## src/rtl/feat_bram_writer.sv

```systemverilog
// Feature BRAM writer: accepts one node's feature vector per handshake and
// streams its elements, one per cycle, into the new-feature BRAM through port A.
// Every output comes straight from a register.
module feat_bram_writer #(
    parameter int unsigned DATA_WIDTH         = 8,
    parameter int unsigned NUM_FEATURE_OUT    = 16,
    parameter int unsigned NUM_SUBGRAPHS      = 2708,
    parameter int unsigned NEW_FEATURE_DEPTH  = NUM_SUBGRAPHS * NUM_FEATURE_OUT,
    parameter int unsigned NEW_FEATURE_ADDR_W = $clog2(NEW_FEATURE_DEPTH)
) (
    input  logic                                    clk,
    input  logic                                    rst_n,
    input  logic                                    start,
    input  logic                                    feat_vld,
    input  logic [DATA_WIDTH*NUM_FEATURE_OUT-1:0]   feat_data,
    output logic                                    feat_rdy,
    output logic [DATA_WIDTH-1:0]                   feat_bram_din,
    output logic                                    feat_bram_ena,
    output logic                                    feat_bram_wea,
    output logic [NEW_FEATURE_ADDR_W-1:0]           feat_bram_addra,
    output logic                                    gat_ready,
    output logic [$clog2(NUM_SUBGRAPHS+1)-1:0]      node_cnt
);

    localparam int unsigned VecW  = DATA_WIDTH * NUM_FEATURE_OUT;
    localparam int unsigned CntW  = $clog2(NUM_SUBGRAPHS + 1);
    localparam int unsigned ElemW = (NUM_FEATURE_OUT > 1) ? $clog2(NUM_FEATURE_OUT) : 1;
    localparam int unsigned AddrW = NEW_FEATURE_ADDR_W;

    localparam logic [ElemW-1:0] LastElem = ElemW'(NUM_FEATURE_OUT - 1);
    localparam logic [CntW-1:0]  LastNode = CntW'(NUM_SUBGRAPHS - 1);

    typedef enum logic [1:0] {StIdle, StWait, StWrite, StDone} state_e;

    state_e            state_q, state_d;
    logic [VecW-1:0]   hold_q, hold_d;          // remaining elements, next one in the low bits
    logic [ElemW-1:0]  elem_q, elem_d;          // index of the element currently on din
    logic [AddrW-1:0]  next_addr_q, next_addr_d;
    logic              rdy_q, rdy_d;
    logic              ena_q, ena_d;
    logic [DATA_WIDTH-1:0] din_q, din_d;
    logic [AddrW-1:0]  addr_q, addr_d;
    logic              gat_q, gat_d;
    logic [CntW-1:0]   cnt_q, cnt_d;

    // State register
    always_ff @(posedge clk or negedge rst_n) begin
        if (!rst_n) begin
            state_q <= StIdle;
        end else begin
            state_q <= state_d;
        end
    end

    // Next-state logic; start is only honoured between runs
    always_comb begin
        state_d = state_q;
        case (state_q)
            StIdle, StDone: begin
                if (start) state_d = StWait;
            end
            StWait: begin
                if (feat_vld) state_d = StWrite;
            end
            StWrite: begin
                if (elem_q == LastElem) begin
                    state_d = (cnt_q == LastNode) ? StDone : StWait;
                end
            end
            default: state_d = StIdle;
        endcase
    end

    // Output/datapath next values; the transfer edge already loads element 0
    always_comb begin
        hold_d      = hold_q;
        elem_d      = elem_q;
        next_addr_d = next_addr_q;
        ena_d       = 1'b0;
        din_d       = din_q;
        addr_d      = addr_q;
        gat_d       = gat_q;
        cnt_d       = cnt_q;
        rdy_d       = (state_d == StWait);
        case (state_q)
            StIdle, StDone: begin
                if (start) begin
                    next_addr_d = '0;
                    addr_d      = '0;
                    cnt_d       = '0;
                    gat_d       = 1'b0;
                end
            end
            StWait: begin
                if (feat_vld) begin
                    hold_d      = feat_data >> DATA_WIDTH;
                    din_d       = feat_data[DATA_WIDTH-1:0];
                    addr_d      = next_addr_q;
                    next_addr_d = next_addr_q + AddrW'(1);
                    elem_d      = '0;
                    ena_d       = 1'b1;
                end
            end
            StWrite: begin
                if (elem_q == LastElem) begin
                    // Last element of this node has just been written
                    cnt_d = cnt_q + CntW'(1);
                    gat_d = (cnt_q == LastNode);
                end else begin
                    hold_d      = hold_q >> DATA_WIDTH;
                    din_d       = hold_q[DATA_WIDTH-1:0];
                    addr_d      = next_addr_q;
                    next_addr_d = next_addr_q + AddrW'(1);
                    elem_d      = elem_q + ElemW'(1);
                    ena_d       = 1'b1;
                end
            end
            default: begin
                ena_d = 1'b0;
            end
        endcase
    end

    // Datapath and output registers; reset aborts any write in progress
    always_ff @(posedge clk or negedge rst_n) begin
        if (!rst_n) begin
            hold_q      <= '0;
            elem_q      <= '0;
            next_addr_q <= '0;
            rdy_q       <= 1'b0;
            ena_q       <= 1'b0;
            din_q       <= '0;
            addr_q      <= '0;
            gat_q       <= 1'b0;
            cnt_q       <= '0;
        end else begin
            hold_q      <= hold_d;
            elem_q      <= elem_d;
            next_addr_q <= next_addr_d;
            rdy_q       <= rdy_d;
            ena_q       <= ena_d;
            din_q       <= din_d;
            addr_q      <= addr_d;
            gat_q       <= gat_d;
            cnt_q       <= cnt_d;
        end
    end

    assign feat_rdy        = rdy_q;
    assign feat_bram_ena   = ena_q;
    assign feat_bram_wea   = ena_q;
    assign feat_bram_din   = din_q;
    assign feat_bram_addra = addr_q;
    assign gat_ready       = gat_q;
    assign node_cnt        = cnt_q;

endmodule

```

## config.mk

```make
export PLATFORM = sky130hd
export DESIGN_NAME = feat_bram_writer
export DESIGN_NICKNAME = d
export VERILOG_FILES = /design/src/rtl/feat_bram_writer.sv
export SDC_FILE = /design/constraint.sdc
export NUM_CORES = 1
export LEC_CHECK = 0
export BUFFER_PORTS_ARGS = -buffer_cell sky130_fd_sc_hd__buf_2
export CAP_MARGIN = 25
export CORE_MARGIN = 2
export CORE_UTILIZATION = 50
export CTS_CLUSTER_DIAMETER = 60
export DETAILED_ROUTE_END_ITERATION = 16
export PLACE_DENSITY = 0.76
export SYNTH_ARGS = -nofsm -noshare
export SYNTH_HDL_FRONTEND = slang
export SYNTH_SLANG_ARGS = --single-unit
```

## constraint.sdc

```tcl
create_clock -name clk -period 1.9 [get_ports clk]
set_input_delay 0.095 -clock clk [delete_from_list [all_inputs] [get_ports clk]]
set_output_delay 0.095 -clock clk [all_outputs]
set_load 0.02 [all_outputs]
```

==> impl_metrics.py, run 1 <==
metrics = {
    "outcome": {
        "status": "finished, violations left",
        "failed_checks": "negative setup slack",
    },
    "worst_setup_path": {
        "cp_slowest_stage_delay_ns": 0.40,
        "endpoint_kind": "flip-flop",
        "crit_family": "buffers and inverters",
        "worst-path-buf-inv": 3,
        "crit_fanout": 73,
        "critPathRequiredTime_ns": 2.21,
        "cp_slowest_cell": "dfrtp_1",
        "path_cells": "inv_2 > ha_4 > buf_4 > buf_16 > mux2i_1 > o21ai_1",
        "critical_path_arrival_ns": 2.25,
        "critPathLaunchType": "flip-flop",
        "worstSetupPathType": "reg -> reg",
    },
    "pwr": {
        "power.leakage_uw": 0.005717,
        "powerDensity_nw_per_um2": 1637,
        "worst_ir_drop_vdd_mv": 0.9045,
    },
    "synth": {
        "synth_seq_cells": 181,
        "synth_area_leaders": "dfrtp_1, mux2i_1, nand2_1, o21ai_1, buf_6",
        "synth_top_area_share_pct": 52.79,
        "synth_top_family_by_area": "simple AND/OR/NAND/NOR gates",
        "muxShareOfSynthArea_pct": 14.48,
        "synth_warnings": 0,
        "synth_fa_ha_area_share_pct": 0.7291,
        "synth_xor_area_share_pct": 0.4083,
        "synthesis.area_sq_um": 8581,
        "synth.avg_cell_area_sq_um": 10.18,
        "ys_types": 51,
        "yosysTopAreaCell": "dfrtp_1",
        "synthSimpleGateAreaFrac_pct": 14.74,
        "synth_async_sr_flop_share_pct": 100.0,
        "syn_inst": 843,
        "syn_nets": 980,
        "synthFlopType": "dfrtp_1",
        "synth_compound_area_share_pct": 12.34,
        "ys_seq_area_share_pct": 52.79,
        "synth-edff-count": 0,
    },
    "sta": {
        "fmax_ghz": 0.5157,
        "finClkSkew_ns": 0.01141,
        "setup-tns-final_ns": -0.04947,
        "fin_crit_ns": 1.939,
        "slew_headroom_pct": 68.83,
        "worst_pin_slew_ns": 0.4558,
        "drv_slew": 0,
        "setup_viol": 2,
        "holdWs_ns": 0.04196,
        "finalCritPeriodShare_pct": 102.1,
        "setup_ws_ns": -0.03912,
        "rsz0062_at_grt": "yes",
        "finalHoldViolCount": 0,
    },
    "global_route": {
        "grt_pass1_vias": 7635,
        "grt_pass1_wl_um": 38100,
        "track_usage_pct": 26.76,
        "antenna_found_initial": 1,
        "grt_max_degree": 75,
        "grt_overflow": 0,
    },
    "routing": {
        "ant_nets": 0,
        "first_pass_iters": 5,
        "drt_first_iter_violations": 549,
        "finalWirelength_um": 27360,
        "vias": 7954,
        "viasPerCell": 5.653,
        "drc_errors": 0,
        "routedWlPerCell_um": 19.44,
    },
    "floorplanning": {
        "initial_utilization_pct": 51.38,
        "die_w_um": 135,
        "fp.coreArea_sq_um": 16700,
        "placementRows": 47,
        "die_h_um": 135,
        "io_pins": 172,
        "dieArea_sq_um": 18230,
    },
    "placement": {
        "gp_congestion": 0.8688,
        "numPortBuffers": 171,
        "dpl.hpwl_um": 13320,
    },
    "cts": {
        "insertion_delay_ns": 0.44,
        "path_clk_slew_ns": 0.07,
        "clockBufferDepth": 2,
        "cts_sinks": 181,
        "cts_buffers": 17,
        "cts_max_level": 4,
        "cts_tree": "done",
        "root_buffer": "clkbuf_16",
    },
    "finish": {
        "final_nets": 1311,
        "layout-drive-gt1-share_pct": 25.38,
        "synthToLayoutAreaGrowth_pct": 43.02,
    },
    "hold_path": {
        "min_path_type": "in -> reg",
    },
    "job": {
        "maxCapViolations": 0,
    },
}
-- layout make-up --
class / count / area, sq um
clock inverters: 11 / 126.4
flip-flops and latches: 181 / 4531
repair buffers: 364 / 3050
multi-input cells: 601 / 3806
well taps: 220 / 275.3
clock buffers: 20 / 446.7
fillers: 1147 / 4429
diodes: 1 / 2.502
inverters: 9 / 33.78
-- Yosys cell counts (3+ instances only) --
library cell	count
nor4_1	4
nand2_1	175
or4_1	11
buf_2	13
or3_1	3
mux2i_1	123
dfrtp_1	181
nor2_1	12
clkbuf_1	20
buf_6	16
buf_1	5
nor3_1	4
o21ai_0	14
inv_1	8
o31ai_1	11
o21ai_1	120
and3_1	4
nand4_1	5
a211o_1	3
and4_1	4
ha_1	5
nand3_1	30
a21oi_1	24
xnor2_1	4
nor2b_1	5
a22o_1	8
-- worst reg2reg max path: stages, from the launching register on --
cell and delay [ns]:
dfrtp_1 0.40, inv_2 0.08, ha_4 0.24, buf_4 0.17
buf_16 0.36, mux2i_1 0.44, o21ai_1 0.13
-- cells in the final DEF (no fill, tap or decap), types with 10 or more instances in the layout --
master,instances
a21oi_1,20
mux2i_1,121
or4_1,10
o31ai_1,11
nand2_1,174
nand3_1,29
buf_2,170
clkbuf_16,30
buf_4,37
dlygate4sd3_1,128
nor2_1,11
o21ai_0,14
dfrtp_1,180
o21ai_1,117
-- power breakdown --
part / leakage [uW] / internal [uW] / switching (uW) / total (uW)
Clock: 0.000281 / 1980 / 1550 / 3520
Combinational: 0.00312 / 4620 / 5540 / 10200
Sequential: 0.00231 / 5400 / 997 / 6400
Total: 0.00572 / 12000 / 8080 / 20100
-- per-stage QoR --
| step | power (uW) | instance area (sq um) | cells | utilization (%) | setup slack, ns |
|---|---|---|---|---|---|
| floorplan | 11950 | 8636 | 843 | - | -0.06124 |
| global placement | 13460 | 9824 | 1220 | 58.83 | -0.01606 |
| detailed placement | 13650 | 9824 | 1220 | 58.83 | -0.06673 |
| CTS | 17810 | 11760 | 1382 | 70.40 | -0.02141 |
| global route | 21190 | 12270 | 1407 | 73.48 | -0.08677 |
| finish | 20090 | 12270 | 1407 | 73.48 | -0.03912 |
-- sequential cells by signal, indices dropped and copies added, names as in the netlist --
register         cells
feat_rdy             1
feat_bram_din        8
node_cnt            12
hold_q             120
feat_bram_addra     16
gat_ready            1
elem_q               4
feat_bram_ena        1
next_addr_q         16
state_q              2
-- per-layer routing --
layer / vias to the layer above / track usage (%) / routed length, um
li1: 3672 / - / -
met1: 3843 / 33.33 / 11130
met2: 350 / 44.56 / 13530
met3: 89 / 5.668 / 1623
met4: 0 / 13.02 / 1069
met5: - / 0 / 0
-- worst paths after layout --
kind | slack (ns) | end | cells after the start | from
max in group asynchronous | 1.00 | hold_q[31]$_DFFE_PN0P_ | 3 | rst_n
min in group asynchronous | 0.16 | node_cnt[10]$_DFFE_PN0P_ | 2 | rst_n
worst max register to register | -0.04 | hold_q[65]$_DFFE_PN0P_ | 6 | state_q[0]$_DFF_PN0_
worst max-delay path | -0.04 | hold_q[65]$_DFFE_PN0P_ | 6 | state_q[0]$_DFF_PN0_
worst min-delay path | 0.04 | hold_q[0]$_DFFE_PN0P_ | 3 | feat_data[8]
worst min register to register | 0.46 | feat_bram_addra[14]$_DFFE_PN0P_ | 2 | feat_bram_addra[14]$_DFFE_PN0P_
-- cell families (layout without fill, tap and decap cells) --
family | after synthesis | after routing
flops | 181 | 181
simple gates | 274 | 278
mux | 124 | 124
buf+inv | 65 | 404
xor+xnor | 4 | 4
other cells | 0 | 1
compound gates | 190 | 190
fa+ha+maj | 5 | 5
-- repair_timing --
action | in CTS | in global routing
resized for setup | 6 | 20
pin swaps | 2 | 4
endpoints found under the hold margin | 172 | 0
hold buffers | 128 | 0
cloned | 3 | 20
buffers inserted | 0 | 4
setup endpoints to repair | 72 | 136
(Power assumes the default switching activity.)
==> run 2: changes to the inputs <==
--- a/config.mk
+++ b/config.mk
@@ -7,11 +7,13 @@
 export LEC_CHECK = 0
 export BUFFER_PORTS_ARGS = -buffer_cell sky130_fd_sc_hd__buf_2
 export CAP_MARGIN = 25
+export CELL_PAD_IN_SITES_DETAIL_PLACEMENT = 0
+export CELL_PAD_IN_SITES_GLOBAL_PLACEMENT = 1
 export CORE_MARGIN = 2
-export CORE_UTILIZATION = 50
+export CORE_UTILIZATION = 38
 export CTS_CLUSTER_DIAMETER = 60
 export DETAILED_ROUTE_END_ITERATION = 16
-export PLACE_DENSITY = 0.76
+export PLACE_DENSITY_LB_ADDON = 0.1
 export SYNTH_ARGS = -nofsm -noshare
 export SYNTH_HDL_FRONTEND = slang
 export SYNTH_SLANG_ARGS = --single-unit
==> impl_metrics.py, run 2 (synthesis results as in run 1) <==
metrics = {
    "outcome": {
        "failed_checks": "negative setup slack",
        "status": "finished, violations left",
    },
    "worst_setup_path": {
        "cp_slowest_cell": "or4b_4",
        "path_cells": "ha_4 > mux2i_4 > a211o_1 > or4b_4 > a21oi_2",
        "crit_family": "simple AND/OR/NAND/NOR gates",
        "worstSetupPathType": "reg -> reg",
        "r2r_end": "node_cnt[10]$_DFFE_PN0P_",
        "reg2reg_depth": 5,
        "worst-path-buf-inv": 0,
        "cp_slowest_stage_delay_ns": 0.50,
        "r2r-start": "state_q[1]$_DFF_PN0_",
        "critical_path_arrival_ns": 2.30,
        "endpoint_kind": "flip-flop",
        "critPathRequiredTime_ns": 2.26,
        "regToRegSetupSlack_ns": -0.03,
        "crit_fanout": 7,
        "critPathLaunchType": "flip-flop",
    },
    "hold_path": {
        "whs_endpoint": "hold_q[15]$_DFFE_PN0P_",
        "min_path_type": "in -> reg",
        "min_from": "feat_data[23]",
        "hold_depth": 3,
    },
    "floorplanning": {
        "placementRows": 54,
        "initial_utilization_pct": 38.96,
        "fp.coreArea_sq_um": 22030,
        "dieArea_sq_um": 23800,
        "io_pins": 172,
        "die_w_um": 154.3,
        "die_h_um": 154.3,
    },
    "routing": {
        "routedWlPerCell_um": 17.17,
        "ant_nets": 0,
        "first_pass_iters": 4,
        "viasPerCell": 5.063,
        "vias": 7448,
        "drc_errors": 0,
        "drt_first_iter_violations": 463,
        "finalWirelength_um": 25250,
    },
    "sta": {
        "drv_slew": 0,
        "worst_pin_slew_ns": 0.4691,
        "slew_headroom_pct": 68.73,
        "setup-tns-final_ns": -0.1289,
        "setup_ws_ns": -0.03496,
        "fmax_ghz": 0.5168,
        "fin_crit_ns": 1.935,
        "setup_viol": 12,
        "finalCritPeriodShare_pct": 101.8,
        "finClkSkew_ns": 0.01895,
        "rsz0062_at_grt": "yes",
        "finalHoldViolCount": 0,
    },
    "pwr": {
        "power.leakage_uw": 0.005795,
        "worst_ir_drop_vdd_mv": 0.7072,
        "powerDensity_nw_per_um2": 1603,
    },
    "finish": {
        "final_common_cell": "dfrtp_1",
        "final_nets": 1315,
        "n_antenna_cell": 0,
        "synthToLayoutAreaGrowth_pct": 46.14,
        "final_cell_mix": "dfrtp_1, buf_2, nand2_1",
        "top_register": "hold_q",
        "layout-drive-gt1-share_pct": 29.39,
        "largest_register_ffs": 120,
    },
    "placement": {
        "numPortBuffers": 171,
        "dpl.hpwl_um": 15360,
        "dp_slack_ns": -0.04801,
        "gp_congestion": 0.7780,
    },
    "cts": {
        "root_buffer": "clkbuf_16",
        "cts_sinks": 181,
        "clockBufferDepth": 2,
        "cts_buffers": 17,
        "cts_max_level": 4,
        "path_clk_slew_ns": 0.08,
        "cts_tree": "done",
        "insertion_delay_ns": 0.44,
    },
    "global_route": {
        "grt_max_degree": 60,
        "antenna_found_initial": 0,
        "grt_pass1_vias": 7675,
        "track_usage_pct": 20.89,
        "grt_overflow": 0,
        "grt_pass1_wl_um": 39880,
    },
    "job": {
        "maxCapViolations": 0,
    },
}
==> run 2: cell types whose count changed in the layout (fill, tap and decap cells not counted), moves of 4 or more <==
cell	change
nand2_4	+6
clkbuf_16	-8
nand2_2	+8
o21ai_1	-20
buf_6	+4
nand2_1	-14
buf_4	+8
o21ai_2	+20
buf_12	+5
dlygate4sd3_1	-4
==> run 2: what timing repair did <==
action | in CTS | in global routing
pin swaps | 5 | 24
endpoints found under the setup margin | 68 | 124
gates resized for setup | 17 | 62
setup buffers | 12 | 5
hold endpoints to repair | 168 | 0
gates cloned | 7 | 6
hold buffers | 124 | 0
==> run 2: how the worst max path moves through the flow <==
stage                              start                            to  slack (ns)  cells after the start
floorplan           state_q[0]$_DFF_PN0_  feat_bram_din[7]$_DFFE_PN0P_       -0.06                     10
global placement    state_q[1]$_DFF_PN0_      node_cnt[10]$_DFFE_PN0P_       -0.05                      5
detailed placement  state_q[1]$_DFF_PN0_      node_cnt[10]$_DFFE_PN0P_       -0.05                      5
CTS                 state_q[1]$_DFF_PN0_         hold_q[6]$_DFFE_PN0P_       -0.02                      7
global route        state_q[1]$_DFF_PN0_      node_cnt[10]$_DFFE_PN0P_        -0.1                      5
finish              state_q[1]$_DFF_PN0_      node_cnt[10]$_DFFE_PN0P_       -0.03                      5
==> run 2: cell type report <==
type                       count  area, sq um
clock buffer                  18        429.2
clock inverter                14        167.7
fill                        2002         9487
inverter                       9        37.54
multi-input combinational    598         3949
sequential                   181         4531
tap                          280        350.3
timing repair buffer         371         3075
==> run 2: stage by stage <==
| stage | instances | cell area, sq um | hold slack [ns] | utilization (%) | power [uW] |
|---|---|---|---|---|---|
| after CTS | 1460 | 12150 | 0.001407 | 55.14 | 19150 |
| after global routing | 1471 | 12540 | 0.03581 | 56.93 | 21520 |
| after detailed placement | 1285 | 9962 | 0.09410 | 45.23 | 13910 |
| after global placement | 1285 | 9962 | 0.09474 | 45.23 | 13780 |
| after floorplan | 843 | 8636 | -0.2006 | - | 11950 |
| final | 1471 | 12540 | 0.01500 | 56.93 | 20100 |
==> run 2: layer usage <==
metal	wire length [um]	track usage [%]	up-vias
li1	-	-	3670
met1	11480	27.45	3630
met2	12680	35.68	135
met3	877	4.315	13
met4	216	4.850	0
met5	0	0	-
==> run 2: where the power goes <==
| group | total, uW | switching, uW | internal (uW) |
|---|---|---|---|
| Combinational | 10100 | 5320 | 4800 |
| Sequential | 6320 | 918 | 5400 |
| Clock | 3670 | 1680 | 1990 |
| Total | 20100 | 7920 | 12200 |
==> run 2: worst min-delay path: stages <==
cell	delay, ns
buf_2	0.08
mux2i_1	0.11
o21ai_2	0.12
==> run 3: changes to the inputs <==
--- a/config.mk
+++ b/config.mk
@@ -14,6 +14,7 @@
 export CTS_CLUSTER_DIAMETER = 60
 export DETAILED_ROUTE_END_ITERATION = 16
 export PLACE_DENSITY_LB_ADDON = 0.1
+export RECOVER_POWER = 25
 export SYNTH_ARGS = -nofsm -noshare
 export SYNTH_HDL_FRONTEND = slang
 export SYNTH_SLANG_ARGS = --single-unit
==> impl_metrics.py, run 3 (synthesis results as in run 1) <==
metrics = {
    "outcome": {
        "status": "finished, violations left",
        "failed_checks": "negative setup slack",
    },
    "routing": {
        "routedWlPerCell_um": 17.17,
        "vias": 7448,
        "viasPerCell": 5.063,
        "ant_nets": 0,
        "drc_errors": 0,
        "drt_first_iter_violations": 457,
        "finalWirelength_um": 25260,
        "first_pass_iters": 4,
    },
    "finish": {
        "ff_latch_area_sq_um": 4531,
        "top_register": "hold_q",
        "final_nets": 1315,
        "nFillCells": 2006,
        "final_common_cell": "dfrtp_1",
        "final_cell_mix": "dfrtp_1, buf_2, nand2_1",
        "fin_util_pct": 56.82,
        "synthToLayoutAreaGrowth_pct": 45.86,
        "n_antenna_cell": 0,
        "layout-drive-gt1-share_pct": 29.39,
        "multi_input_area_sq_um": 3949,
        "largest_register_ffs": 120,
    },
    "floorplanning": {
        "initial_utilization_pct": 38.96,
        "placementRows": 54,
        "io_pins": 172,
        "fp.coreArea_sq_um": 22030,
        "die_h_um": 154.3,
        "die_w_um": 154.3,
        "dieArea_sq_um": 23800,
    },
    "job": {
        "maxCapViolations": 0,
    },
    "cts": {
        "path_clk_slew_ns": 0.08,
        "cts_buffers": 17,
        "clockBufferDepth": 2,
        "root_buffer": "clkbuf_16",
        "cts_max_level": 4,
        "cts_tree": "done",
        "cts_sinks": 181,
        "insertion_delay_ns": 0.44,
    },
    "pwr": {
        "p_sw_uw": 7914,
        "switching_share_pct": 39.38,
        "worst_ir_drop_vdd_mv": 0.7072,
        "seqPwrFrac_pct": 31.4,
        "finalPower_uw": 20100,
        "powerDensity_nw_per_um2": 1606,
        "clock_power_share_pct": 18.2,
        "power.leakage_uw": 0.005787,
        "p_comb_share_pct": 50.3,
        "p_int_uw": 12180,
    },
    "sta": {
        "rsz0062_at_grt": "yes",
        "finalCritPeriodShare_pct": 101.8,
        "finClkSkew_ns": 0.01895,
        "drv_slew": 0,
        "setup_ws_ns": -0.03496,
        "finalHoldViolCount": 0,
        "worst_pin_slew_ns": 1.397,
        "fin_crit_ns": 1.935,
        "setup_viol": 12,
        "fmax_ghz": 0.5168,
        "holdWs_ns": 0.01498,
        "slew_headroom_pct": 6.884,
    },
    "global_route": {
        "antenna_found_initial": 0,
        "grt_pass1_wl_um": 39880,
        "grt_overflow": 0,
        "grt_max_degree": 60,
        "grt_pass1_vias": 7675,
        "track_usage_pct": 20.89,
    },
    "worst_setup_path": {
        "r2r-start": "state_q[1]$_DFF_PN0_",
        "endpoint_kind": "flip-flop",
        "critical_path_arrival_ns": 2.30,
        "crit_fanout": 7,
        "worstSetupPathType": "reg -> reg",
        "critPathLaunchType": "flip-flop",
        "critPathLaunch": "state_q[1]$_DFF_PN0_",
        "critPathRequiredTime_ns": 2.26,
    },
    "hold_path": {
        "min_path_type": "in -> reg",
        "min_from": "feat_data[23]",
    },
    "placement": {
        "numPortBuffers": 171,
        "dpl.hpwl_um": 15360,
        "gp_congestion": 0.7780,
    },
}
## run 3: cell types whose count changed in the layout (fill, tap and decap cells not counted), sizes merged
cell,before,now
clkbuf,24,25
buf,240,239
## run 3: power by group through the flow
stage / Sequential, uW / Combinational, uW / Clock [uW]
floorplan: 6220 / 5720 / 0
global placement: 6340 / 7440 / 0
detailed placement: 6340 / 7570 / 0
CTS: 6280 / 9120 / 3750
global route: 6510 / 11100 / 3900
finish: 6320 / 10100 / 3670
## run 3: final timing paths
check / slack (ns) / endpoint / cells after the start
hold reg to reg: 0.46 / feat_bram_addra[0]$_DFFE_PN0P_ / 2
min in group asynchronous: 0.51 / gat_ready$_DFFE_PN0P_ / 2
max in group asynchronous: 0.27 / hold_q[9]$_DFFE_PN0P_ / 3
hold / removal: 0.01 / hold_q[15]$_DFFE_PN0P_ / 3
setup reg to reg: -0.03 / node_cnt[10]$_DFFE_PN0P_ / 5
setup / recovery: -0.03 / node_cnt[10]$_DFFE_PN0P_ / 5
## run 3: metal layers
| layer | track usage [%] | up-vias | routed length (um) |
|---|---|---|---|
| met1 | 27.45 | 3630 | 11480 |
| met4 | 4.850 | 0 | 216 |
| met2 | 35.68 | 135 | 12690 |
| li1 | - | 3670 | - |
| met5 | 0 | - | 0 |
| met3 | 4.315 | 13 | 877 |
## run 3: repair_timing
action,in CTS,in global routing
setup buffers,12,5
pin swaps,5,24
hold buffers,124,0
hold endpoints to repair,168,0
gates resized for setup,17,62
gates cloned,7,6
endpoints found under the setup margin,68,124
## run 3: cell type report
type	count	share of cell area, %
inverter	9	0.2999
timing repair buffer	371	24.38
sequential	181	36.20
multi-input combinational	598	31.55
clock inverter	14	1.340
clock buffer	18	3.429
tap	280	2.799
## run 3: per-stage QoR
stage / area, sq um / setup TNS [ns] / setup WS, ns / instances
after floorplan: 8636 / -6.126 / -0.06124 / 843
after global placement: 9962 / -0.1249 / -0.04602 / 1285
after detailed placement: 9962 / -0.9742 / -0.04801 / 1285
after CTS: 12150 / -0.6317 / -0.01998 / 1460
after global routing: 12520 / -4.163 / -0.09636 / 1471
final: 12520 / -0.1288 / -0.03496 / 1471
## run 3: critical path, stage by stage, from the launching register on
cell and delay, ns:
dfrtp_2 0.44, ha_4 0.26, mux2i_4 0.20, a211o_1 0.34, or4b_4 0.50, a21oi_2 0.12
